### config.mk
export PLATFORM = sky130hd
export DESIGN_NAME = bit_stream_serializer
export DESIGN_NICKNAME = d
export VERILOG_FILES = /design/src/rtl/bit_stream_serializer.sv
export SDC_FILE = /design/constraint.sdc
export NUM_CORES = 1
export LEC_CHECK = 0
export CAP_MARGIN = 30
export CELL_PAD_IN_SITES_DETAIL_PLACEMENT = 1
export CELL_PAD_IN_SITES_GLOBAL_PLACEMENT = 1
export CORE_AREA = 2 2 57 59
export CTS_CLUSTER_SIZE = 24
export DETAILED_ROUTE_END_ITERATION = 7
export DIE_AREA = 0 0 59 61
export HOLD_SLACK_MARGIN = 0.06
export PLACE_DENSITY = 0.88
export SYNTH_ARGS = -nofsm -noshare
export SYNTH_HDL_FRONTEND = slang
export SYNTH_SLANG_ARGS = --single-unit
### constraint.sdc
create_clock -name clk -period 4.15 [get_ports clk]
set_input_delay 0.83 -clock clk [delete_from_list [all_inputs] [get_ports clk]]
set_output_delay 0.83 -clock clk [all_outputs]
set_load 0.01 [all_outputs]
### src/rtl/bit_stream_serializer.sv
// Double-buffered parallel-to-serial front end: WIDTH-bit words in, MSB-first bits out.
// Define SER_PARITY_EN to append an even-parity bit after each word's LSB.
module bit_stream_serializer #(
    parameter int   WIDTH    = 8,
    parameter int   GAP      = 0,
    parameter logic IDLE_BIT = 1'b0
) (
    input  logic             clk,
    input  logic             reset,
    input  logic [WIDTH-1:0] in_data,
    input  logic             in_valid,
    output logic             in_ready,
    output logic             bit_out,
    output logic             bit_valid,
    output logic             word_done,
    output logic             busy,
    output logic [1:0]       fsm_state_o
);

`ifdef SER_PARITY_EN
    localparam int NBITS = WIDTH + 1;
`else
    localparam int NBITS = WIDTH;
`endif
    localparam int CW = $clog2(WIDTH + 1);
    localparam logic [CW-1:0] LAST_IDX = CW'(NBITS - 1);

    typedef enum logic [1:0] {
        S_IDLE  = 2'd0,
        S_SHIFT = 2'd1,
        S_GAP   = 2'd2
    } state_e;

    state_e           state_q, state_d;
    logic [WIDTH-1:0] hold_q, hold_d;
    logic             hold_full_q, hold_full_d;
    logic [WIDTH-1:0] shift_q, shift_d;
    logic [CW-1:0]    cnt_q, cnt_d;
    logic [3:0]       gap_q, gap_d;
    logic             bit_out_q, bit_out_d;
    logic             bit_valid_q, bit_valid_d;
    logic             word_done_q, word_done_d;
    logic             in_ready_q, in_ready_d;
    logic             busy_q, busy_d;
    logic             load;
    logic             take;

    // Handshake: a word transfers on any rising edge where in_valid=1 and in_ready=1;
    // in_ready is a register equal to "holding register empty", so it never depends on in_valid.
    assign take = in_valid & in_ready_q;

`ifdef SER_PARITY_EN
    logic par_q, par_d;
    assign par_d = load ? ^hold_q : par_q;

    always_ff @(posedge clk or posedge reset) begin
        if (reset) par_q <= 1'b0;
        else       par_q <= par_d;
    end
`endif

    always_comb begin
        state_d     = state_q;
        shift_d     = shift_q;
        cnt_d       = cnt_q;
        gap_d       = gap_q;
        bit_out_d   = IDLE_BIT;
        bit_valid_d = 1'b0;
        word_done_d = 1'b0;
        load        = 1'b0;

        case (state_q)
            S_IDLE: load = hold_full_q;
            S_SHIFT: begin
                // cnt_q is the index of the bit currently on bit_out
                if (cnt_q != LAST_IDX) begin
                    cnt_d       = cnt_q + 1'b1;
                    bit_valid_d = 1'b1;
                    bit_out_d   = shift_q[WIDTH-1];
                    shift_d     = {shift_q[WIDTH-2:0], 1'b0};
`ifdef SER_PARITY_EN
                    if (cnt_d == CW'(WIDTH)) bit_out_d = par_q;
`endif
                    word_done_d = (cnt_d == LAST_IDX);
                end else if (GAP == 0) begin
                    load = hold_full_q;
                    if (!hold_full_q) state_d = S_IDLE;
                end else begin
                    state_d = S_GAP;
                    gap_d   = '0;
                end
            end
            S_GAP: begin
                if (int'(gap_q) + 1 >= GAP) begin
                    load = hold_full_q;
                    if (!hold_full_q) state_d = S_IDLE;
                end else begin
                    gap_d = gap_q + 1'b1;
                end
            end
            default: state_d = S_IDLE;
        endcase

        // Reload puts the MSB on the wire at this edge, so the stream has no bubble.
        if (load) begin
            state_d     = S_SHIFT;
            cnt_d       = '0;
            bit_valid_d = 1'b1;
            bit_out_d   = hold_q[WIDTH-1];
            shift_d     = {hold_q[WIDTH-2:0], 1'b0};
        end

        hold_full_d = (hold_full_q & ~load) | take;
        hold_d      = take ? in_data : hold_q;
        in_ready_d  = ~hold_full_d;
        busy_d      = (state_d != S_IDLE) | hold_full_d;
    end

    always_ff @(posedge clk or posedge reset) begin
        if (reset) begin
            state_q     <= S_IDLE;
            hold_q      <= '0;
            hold_full_q <= 1'b0;
            shift_q     <= '0;
            cnt_q       <= '0;
            gap_q       <= '0;
            bit_out_q   <= IDLE_BIT;
            bit_valid_q <= 1'b0;
            word_done_q <= 1'b0;
            in_ready_q  <= 1'b1;
            busy_q      <= 1'b0;
        end else begin
            state_q     <= state_d;
            hold_q      <= hold_d;
            hold_full_q <= hold_full_d;
            shift_q     <= shift_d;
            cnt_q       <= cnt_d;
            gap_q       <= gap_d;
            bit_out_q   <= bit_out_d;
            bit_valid_q <= bit_valid_d;
            word_done_q <= word_done_d;
            in_ready_q  <= in_ready_d;
            busy_q      <= busy_d;
        end
    end

    assign in_ready    = in_ready_q;
    assign bit_out     = bit_out_q;
    assign bit_valid   = bit_valid_q;
    assign word_done   = word_done_q;
    assign busy        = busy_q;
    assign fsm_state_o = state_q;

endmodule

==> results of run 1 <==
-- flip-flops by register name (all words and copies together), names as in the netlist --
signal,cells
cnt_q,4
busy,1
fsm_state_o,2
shift_q,7
bit_out,1
in_ready,1
hold_full_q,1
word_done,1
bit_valid,1
hold_q,8
-- layout by cell type (no fill, tap or decap), drive strengths merged, types with 2 or more instances in the layout --
master,instances
dfrtp,26
clkdlybuf4s50,17
nor3,13
nor2,9
mux2,8
a21oi,7
nand2,6
o221a,6
nand2b,4
inv,4
o21ai,4
o211ai,3
clkbuf,3
a22o,3
nor2b,2
o22ai,2
ha,2
-- cells by family after synthesis --
| kind of cell | count (synthesis) | synth area share (%) |
|---|---|---|
| other | 1 | 0.296 |
| buffers and inverters | 10 | 3.56 |
| flip-flops | 27 | 53.5 |
| AND/OR/NAND/NOR | 42 | 17.1 |
| adder cells (fa/ha/maj) | 2 | 1.98 |
| AO/OA/AOI/OAI | 27 | 15.7 |
| multiplexers | 9 | 7.91 |
-- path summary, 6_finish.rpt --
| check | end | from | cells after the start | slack, ns |
|---|---|---|---|---|
| min reg2reg | hold_q[0] | hold_q[0] | 1 | 0.56 |
| min | hold_q[0] | hold_q[0] | 1 | 0.56 |
| max reg2reg | shift_q[5] | cnt_q[0] | 5 | 1.88 |
| max in group asynchronous | in_ready | reset | 3 | 3.00 |
| min in group asynchronous | hold_q[2] | reset | 2 | 0.69 |
| max | fsm_state_o[0] | fsm_state_o[0] | 1 | 1.69 |
-- metal layers --
layer | track usage, % | share of wire (%) | vias up | routed length, um
met3 | 2.56 | 2.2 | 4 | 63
met5 | 0 | 0 | - | 0
li1 | - | - | 460 | -
met1 | 22.8 | 45 | 479 | 1280
met4 | 5.84 | 0.88 | 0 | 25
met2 | 32.1 | 52 | 16 | 1480
-- layout make-up --
cell class	count	area (um^2)	share of cell area (%)
Multi-Input combinational cell	81	544	36.2
Clock inverter	1	5.00	0.333
Clock buffer	3	22.5	1.50
Sequential cell	27	677	45.0
Tap cell	33	41.3	2.75
Inverter	4	15.0	0.999
Timing Repair Buffer	18	198	13.2
-- stage by stage --
stage          instances  hold WS, ns  instance area [um^2]  util (%)
2_1_floorplan        118        0.503                  1270         -
4_1_cts              167        0.562                  1500      50.9
3_5_place_dp         163        0.528                  1480      50.0
3_3_place_gp         162        0.522                  1450      49.0
6_report             167        0.564                  1500      50.9
5_1_grt              167        0.587                  1500      50.9
-- where the power goes --
group	switching (mW)	internal, mW
Combinational	0.163	0.202
Sequential	0.121	0.380
Clock	0.0815	0.0362
Total	0.365	0.618
==> impl_metrics.yaml, run 1 <==
status:
  status: "complete, no violations"
synth:
  synth_top_area_cell: "dfrtp_1"
  seq_area_frac_synth_pct: 53.5
  syn-num-nets: 131
  synth_area_mm2: 0.00127
  synth_cell_types: 32
  ys_seq_elements: 27
  post-synth-top-count-cell: "dfrtp_1"
  avgSynthCellArea_um2: 10.7
  synthCells: 118
  yosys.area.top_type_share_pct: 51.4
  synth_warnings: 0
  synth_edf_count: 0
  async_reset_ff_share_pct: 100
  synth_ff_type: "dfrtp_1"
  yosys-top-cells-area: "dfrtp_1 51%, mux2_2 7.1%, o221a_2 5.3%, nor3_1 5.1%, a21oi_1 2.8%"
  synth_commonest_cells: "26 x dfrtp_1, 13 x nor3_1, 9 x nor2_1"
setup_path:
  worstPathRequired_ns: 3.32
  end_kind: "primary output"
  critPathMaxStageDelay_ns: 0.67
  slowest_stage: "dfrtp_1"
  cp_max_fo: 17
  path_class: "register to primary output"
  critPathBufInv: 1
  startpoint_type: "register"
  crit_chain: "clkdlybuf4s50_1"
  critPathArrivalTime_ns: 1.63
  path_delay_family: "flip-flops"
cts:
  clock_latency_ns: 0.33
  cts.sinks: 27
  clk_path_buf_depth: 2
  cts-root-buf: "clkbuf_4"
  cts_resized: 0
  clk_pin_slew_ns: 0.15
  htreeDepth: 1
  cts_buffers: 3
  holdBufCountCts: 0
  cts_tree: "done"
  postCtsSetupBuffers: 0
layout:
  syn_to_final_growth_pct: 18.7
  drive_gt1_share_pct: 15.7
  antenna_cells: 0
  fill_cells: 334
  nets: 148
drt:
  drt-pass1-iter-count: 4
  drt-wirelength-per-cell_um: 17.1
  remaining_drc_errors: 0
  drt_iter0_drc: 41
  routed_wl_um: 2850
  antenna_left: 0
  via_per_inst: 5.74
  vias: 959
sta:
  hold_viol: 0
  slew_viol_final: 0
  final-setup-viol-count: 0
  fin_tns_setup_ns: 0
  min_period_ns: 2.46
  period_share_pct: 59.2
  fin_ws_ns: 1.69
  max_freq_mhz: 407
  slew_headroom_pct: 58.6
  worst_slew_pin_slew_ns: 0.621
  finClkSkew_ns: 0.00434
  rsz0062_at_grt: "no"
run:
  max_cap_violations: 0
die:
  num_rows: 20
  core_mm2: 0.00295
  start_util_pct: 42.9
  fp.dieW_um: 59
  dieArea_mm2: 0.00360
  fp.dieH_um: 61
  ioPinCount: 18
place:
  portBuffers: 17
  dp_slack_ns: 1.96
  finalWeightedCongestion: 0.774
  hpwlAfterDp_um: 2000
global_route:
  antenna_found_initial: 0
  gr-total-overflow: 0
  grt_max_degree: 25
  grt_usage_pct: 18.1
  grt_pass1_wl_um: 4880
  grt_pass1_vias: 1049
power_and_ir_drop:
  peakVddDrop_mv: 0.293
  p_per_area_mw_per_mm2: 654
  p_leak_nw: 0.615
  finalPower_mw: 0.983
hold_path:
  hold_path_class: "register to register"
Note: power is estimated with default switching activity, not from simulation.
==> inputs of run 2 (changes only) <==
--- a/config.mk
+++ b/config.mk
@@ -8,12 +8,12 @@
 export CAP_MARGIN = 30
 export CELL_PAD_IN_SITES_DETAIL_PLACEMENT = 1
 export CELL_PAD_IN_SITES_GLOBAL_PLACEMENT = 1
-export CORE_AREA = 2 2 57 59
+export CORE_AREA = 2 2 59 61
 export CTS_CLUSTER_SIZE = 24
 export DETAILED_ROUTE_END_ITERATION = 7
-export DIE_AREA = 0 0 59 61
+export DIE_AREA = 0 0 61 63
 export HOLD_SLACK_MARGIN = 0.06
-export PLACE_DENSITY = 0.88
+export PLACE_DENSITY = 0.84
 export SYNTH_ARGS = -nofsm -noshare
 export SYNTH_HDL_FRONTEND = slang
 export SYNTH_SLANG_ARGS = --single-unit
==> constraint.sdc (replaced) <==
create_clock -name clk -period 2.45 [get_ports clk]
set_input_delay 0.49 -clock clk [delete_from_list [all_inputs] [get_ports clk]]
set_output_delay 0.49 -clock clk [all_outputs]
set_load 0.01 [all_outputs]
==> run 2 against run 1 <==
Power is 69% higher. Register-to-register slack worse by 1.4 ns. Combinational power up 74%. Worst setup slack worse by 1.3 ns. Critical path type unchanged. Largest power group unchanged. Highest routed layer unchanged.
==> impl_metrics.yaml, run 2 (same netlist as run 1, synthesis figures left out) <==
status:
  status: "complete, no violations"
drt:
  vias: 974
  drt_iter0_drc: 19
  routed_wl_um: 2890
  antenna_left: 0
  drt-wirelength-per-cell_um: 15.9
  via_per_inst: 5.35
  remaining_drc_errors: 0
  drt-pass1-iter-count: 4
sta:
  finClkSkew_ns: 0.00939
  period_share_pct: 85.3
  fin_tns_setup_ns: 0
  slew_viol_final: 0
  min_period_ns: 2.09
  slew_headroom_pct: 60.9
  max_freq_mhz: 478
  rsz0062_at_grt: "no"
  hold_viol: 0
  worst_slew_pin_slew_ns: 0.586
  final-setup-viol-count: 0
cts:
  postCtsSetupBuffers: 0
  cts_tree: "done"
  cts_resized: 0
  htreeDepth: 1
  cts-root-buf: "clkbuf_4"
  clk_pin_slew_ns: 0.14
  clock_latency_ns: 0.32
  cts_buffers: 3
  cts.sinks: 27
  clk_path_buf_depth: 2
  holdBufCountCts: 0
die:
  core_mm2: 0.00323
  dieArea_mm2: 0.00384
  fp.dieW_um: 61
  num_rows: 21
  fp.dieH_um: 63
  start_util_pct: 39.2
  ioPinCount: 18
setup_path:
  crit_chain: "clkdlybuf4s50_1"
  worstPathRequired_ns: 1.96
  cp_max_fo: 16
  end_kind: "primary output"
  critPathArrivalTime_ns: 1.60
  path_delay_family: "flip-flops"
  critPathBufInv: 1
  critPathMaxStageDelay_ns: 0.65
  path_class: "register to primary output"
  startpoint_type: "register"
  slowest_stage: "dfrtp_1"
power_and_ir_drop:
  p_leak_nw: 0.613
  p_per_area_mw_per_mm2: 1100
  peakVddDrop_mv: 0.469
global_route:
  grt_max_degree: 28
  gr-total-overflow: 0
  antenna_found_initial: 0
  grt_pass1_wl_um: 4890
  met3_usage_pct: 3.73
  grt_usage_pct: 17.0
  grtUsageMet1_pct: 21.5
  grt_pass1_vias: 1021
  grt-busiest-layer: "met2"
  globalRouteMet2Util_pct: 30.1
place:
  placedCellCount: 178
  portBuffers: 17
  hpwlAfterDp_um: 2110
  finalWeightedCongestion: 0.731
layout:
  largest_register_ffs: 8
  final_cell_mix: "26 x dfrtp_1, 17 x clkdlybuf4s50_1, 13 x nor3_1"
  reg.largest.list: "hold_q x8, shift_q x7, cnt_q x4"
  syn_to_final_growth_pct: 19.5
  fill_cells: 377
  largest_register: "hold_q"
  fin_cells: 182
  antenna_cells: 0
  nets: 150
  layout_commonest_cell: "dfrtp_1"
  drive_gt1_share_pct: 16.2
run:
  max_cap_violations: 0
hold_path:
  hold_path_class: "input pin to async pin"
run 2: changes by cell type in the layout (fill, tap and decap cells not counted), sizes merged:
cell    change
clkinv      -1
buf         +2
clkbuf      +1
run 2: final cells by class:
type | instances | area, um^2 | area share, %
clock buffers | 4 | 26.3 | 1.74
inverters | 4 | 15.0 | 0.993
multi-input cells | 81 | 544 | 36.0
flip-flops and latches | 27 | 677 | 44.7
well taps | 46 | 57.6 | 3.80
repair buffers | 20 | 193 | 12.7
run 2: power breakdown:
group | leakage (nW) | internal, mW | switching (mW)
sequential | 0.317 | 0.644 | 0.194
clock | 0.0150 | 0.0637 | 0.126
combinational | 0.281 | 0.349 | 0.287
run 2: per-stage QoR:
| step | power (mW) | util [%] | setup slack, ns | hold slack, ns | instance area [um^2] |
|---|---|---|---|---|---|
| 2_1_floorplan | 1.23 | - | 0.780 | 0.503 | 1270 |
| 3_3_place_gp | 1.44 | 46.0 | 0.663 | 0.515 | 1490 |
| 3_5_place_dp | 1.50 | 46.0 | 0.538 | 0.535 | 1490 |
| 4_1_cts | 1.69 | 46.8 | 0.338 | 0.525 | 1510 |
| 5_1_grt | 1.80 | 46.8 | 0.269 | 0.538 | 1510 |
| 6_report | 1.66 | 46.8 | 0.360 | 0.516 | 1510 |
run 2: path summary, 6_finish.rpt:
kind                            cells after the start              to           start  slack, ns
worst max-delay path                                1  fsm_state_o[1]  fsm_state_o[1]       0.36
worst min-delay path                                3        cnt_q[3]           reset       0.52
worst max register to register                      5      shift_q[4]        cnt_q[0]       0.52
worst min register to register                      1       hold_q[7]       hold_q[7]       0.56
max in group asynchronous                           3        in_ready           reset       1.63
min in group clk                                    1       hold_q[7]       hold_q[7]       0.56
run 2: layer usage:
layer  up-vias  part of all wire, %
met3         2                  2.5
met1       493                   43
met2        15                   54
met4         0                 0.48
met5         -                    0
li1        464                    -
==> inputs of run 3 (changes only) <==
--- a/config.mk
+++ b/config.mk
@@ -9,6 +9,7 @@
 export CELL_PAD_IN_SITES_DETAIL_PLACEMENT = 1
 export CELL_PAD_IN_SITES_GLOBAL_PLACEMENT = 1
 export CORE_AREA = 2 2 59 61
+export CTS_BUF_LIST = sky130_fd_sc_hd__clkbuf_4 sky130_fd_sc_hd__clkbuf_8 sky130_fd_sc_hd__clkbuf_16
 export CTS_CLUSTER_SIZE = 24
 export DETAILED_ROUTE_END_ITERATION = 7
 export DIE_AREA = 0 0 61 63
==> run 3 against run 2 <==
Sequential share of layout area fell by 0.11 points. Sequential power barely moved. Clock-buffer cell count did not move. First-iteration DRC count did not move. Cell count did not move. Core utilization rose by 0.12 points. Critical path type unchanged.
==> impl_metrics.yaml, run 3 (same netlist as run 1, synthesis figures left out) <==
cts:
  cts_resized: 0
  cts_buffers: 3
  holdBufCountCts: 0
  cts-root-buf: "clkbuf_4"
  clk_path_buf_depth: 2
  clk_pin_slew_ns: 0.14
  clock_latency_ns: 0.32
  cts_tree: "done"
  htreeDepth: 1
  postCtsSetupBuffers: 0
  cts.sinks: 27
setup_path:
  crit_chain: "clkdlybuf4s50_1"
  critPathArrivalTime_ns: 1.60
  critPathMaxStageDelay_ns: 0.65
  startpoint_type: "register"
  critPathBufInv: 1
  worstReg2RegStart: "cnt_q[0]"
  path_delay_family: "flip-flops"
  reg2regPathDepth: 5
  end_kind: "primary output"
  slowest_stage: "dfrtp_1"
  crit_cells: 1
  path_class: "register to primary output"
  cp_max_fo: 16
  worstPathRequired_ns: 1.96
  critical_path.startpoint: "fsm_state_o[1]"
sta:
  period_share_pct: 85.3
  slew_viol_final: 0
  fin_ws_ns: 0.360
  min_period_ns: 2.09
  fin_tns_setup_ns: 0
  slew_headroom_pct: 60.9
  rsz0062_at_grt: "no"
  max_freq_mhz: 479
  finClkSkew_ns: 0.00923
  hold_viol: 0
  final-setup-viol-count: 0
  worst_slew_pin_slew_ns: 0.586
layout:
  antenna_cells: 0
  layout_commonest_cell: "dfrtp_1"
  drive_gt1_share_pct: 16.9
  syn_to_final_growth_pct: 19.8
  stdcell_area_mm2: 0.00152
  largest_register_ffs: 8
  reg.largest.list: "hold_q x8, shift_q x7, cnt_q x4"
  largest_register: "hold_q"
  fin_util_pct: 46.9
  nets: 150
  final_cell_mix: "26 x dfrtp_1, 17 x clkdlybuf4s50_1, 13 x nor3_1"
die:
  core_mm2: 0.00323
  ioPinCount: 18
  num_rows: 21
  dieArea_mm2: 0.00384
  start_util_pct: 39.2
  fp.dieH_um: 63
  fp.dieW_um: 61
hold_path:
  hold_path_class: "input pin to async pin"
drt:
  drt_iter0_drc: 19
  drt-wirelength-per-cell_um: 15.9
  drt-pass1-iter-count: 4
  antenna_left: 0
  remaining_drc_errors: 0
  via_per_inst: 5.35
  routed_wl_um: 2890
  vias: 973
global_route:
  grt_pass1_vias: 1021
  grt_pass1_wl_um: 4890
  grt_max_degree: 28
  gr-total-overflow: 0
  grt_usage_pct: 17.0
  antenna_found_initial: 0
status:
  status: "complete, no violations"
run:
  max_cap_violations: 0
place:
  dpl-instance-area_mm2: 0.00149
  portBuffers: 17
  hpwlAfterDp_um: 2110
  dp_slack_ns: 0.538
  finalWeightedCongestion: 0.731
power_and_ir_drop:
  finalPower_mw: 1.68
  p_per_area_mw_per_mm2: 1100
  p_leak_nw: 0.616
  peakVddDrop_mv: 0.469
-- run 3: area by class of cell --
cell class                      count  area [um^2]
Fill cell                         377         1720
Multi-Input combinational cell     81          544
Timing Repair Buffer               20          193
Tap cell                           46         57.6
Clock buffer                        4         30.0
Sequential cell                    27          677
Inverter                            4         15.0
-- run 3: path summary, 6_finish.rpt --
check	slack, ns	endpoint
min in group clk	0.56	hold_q[7]
max	0.36	fsm_state_o[1]
min	0.52	cnt_q[3]
max reg2reg	0.52	shift_q[4]
min reg2reg	0.56	hold_q[7]
max in group asynchronous	1.63	in_ready
-- run 3: power breakdown --
group	leakage (nW)	switching [mW]	internal (mW)
Sequential	0.317	0.194	0.644
Clock	0.0184	0.126	0.0748
Combinational	0.281	0.287	0.349
Total	0.616	0.607	1.07
-- run 3: per-stage QoR --
stage	hold slack, ns	instances
final	0.517	182
after global routing	0.538	182
after CTS	0.525	182
after floorplan	0.503	118
after global placement	0.515	178
after detailed placement	0.535	178
-- run 3: routing by layer --
layer	track usage, %	routed length (um)
met1	21.5	1240
met2	30.1	1570
met3	3.73	72
met4	1.63	14
met5	0	0
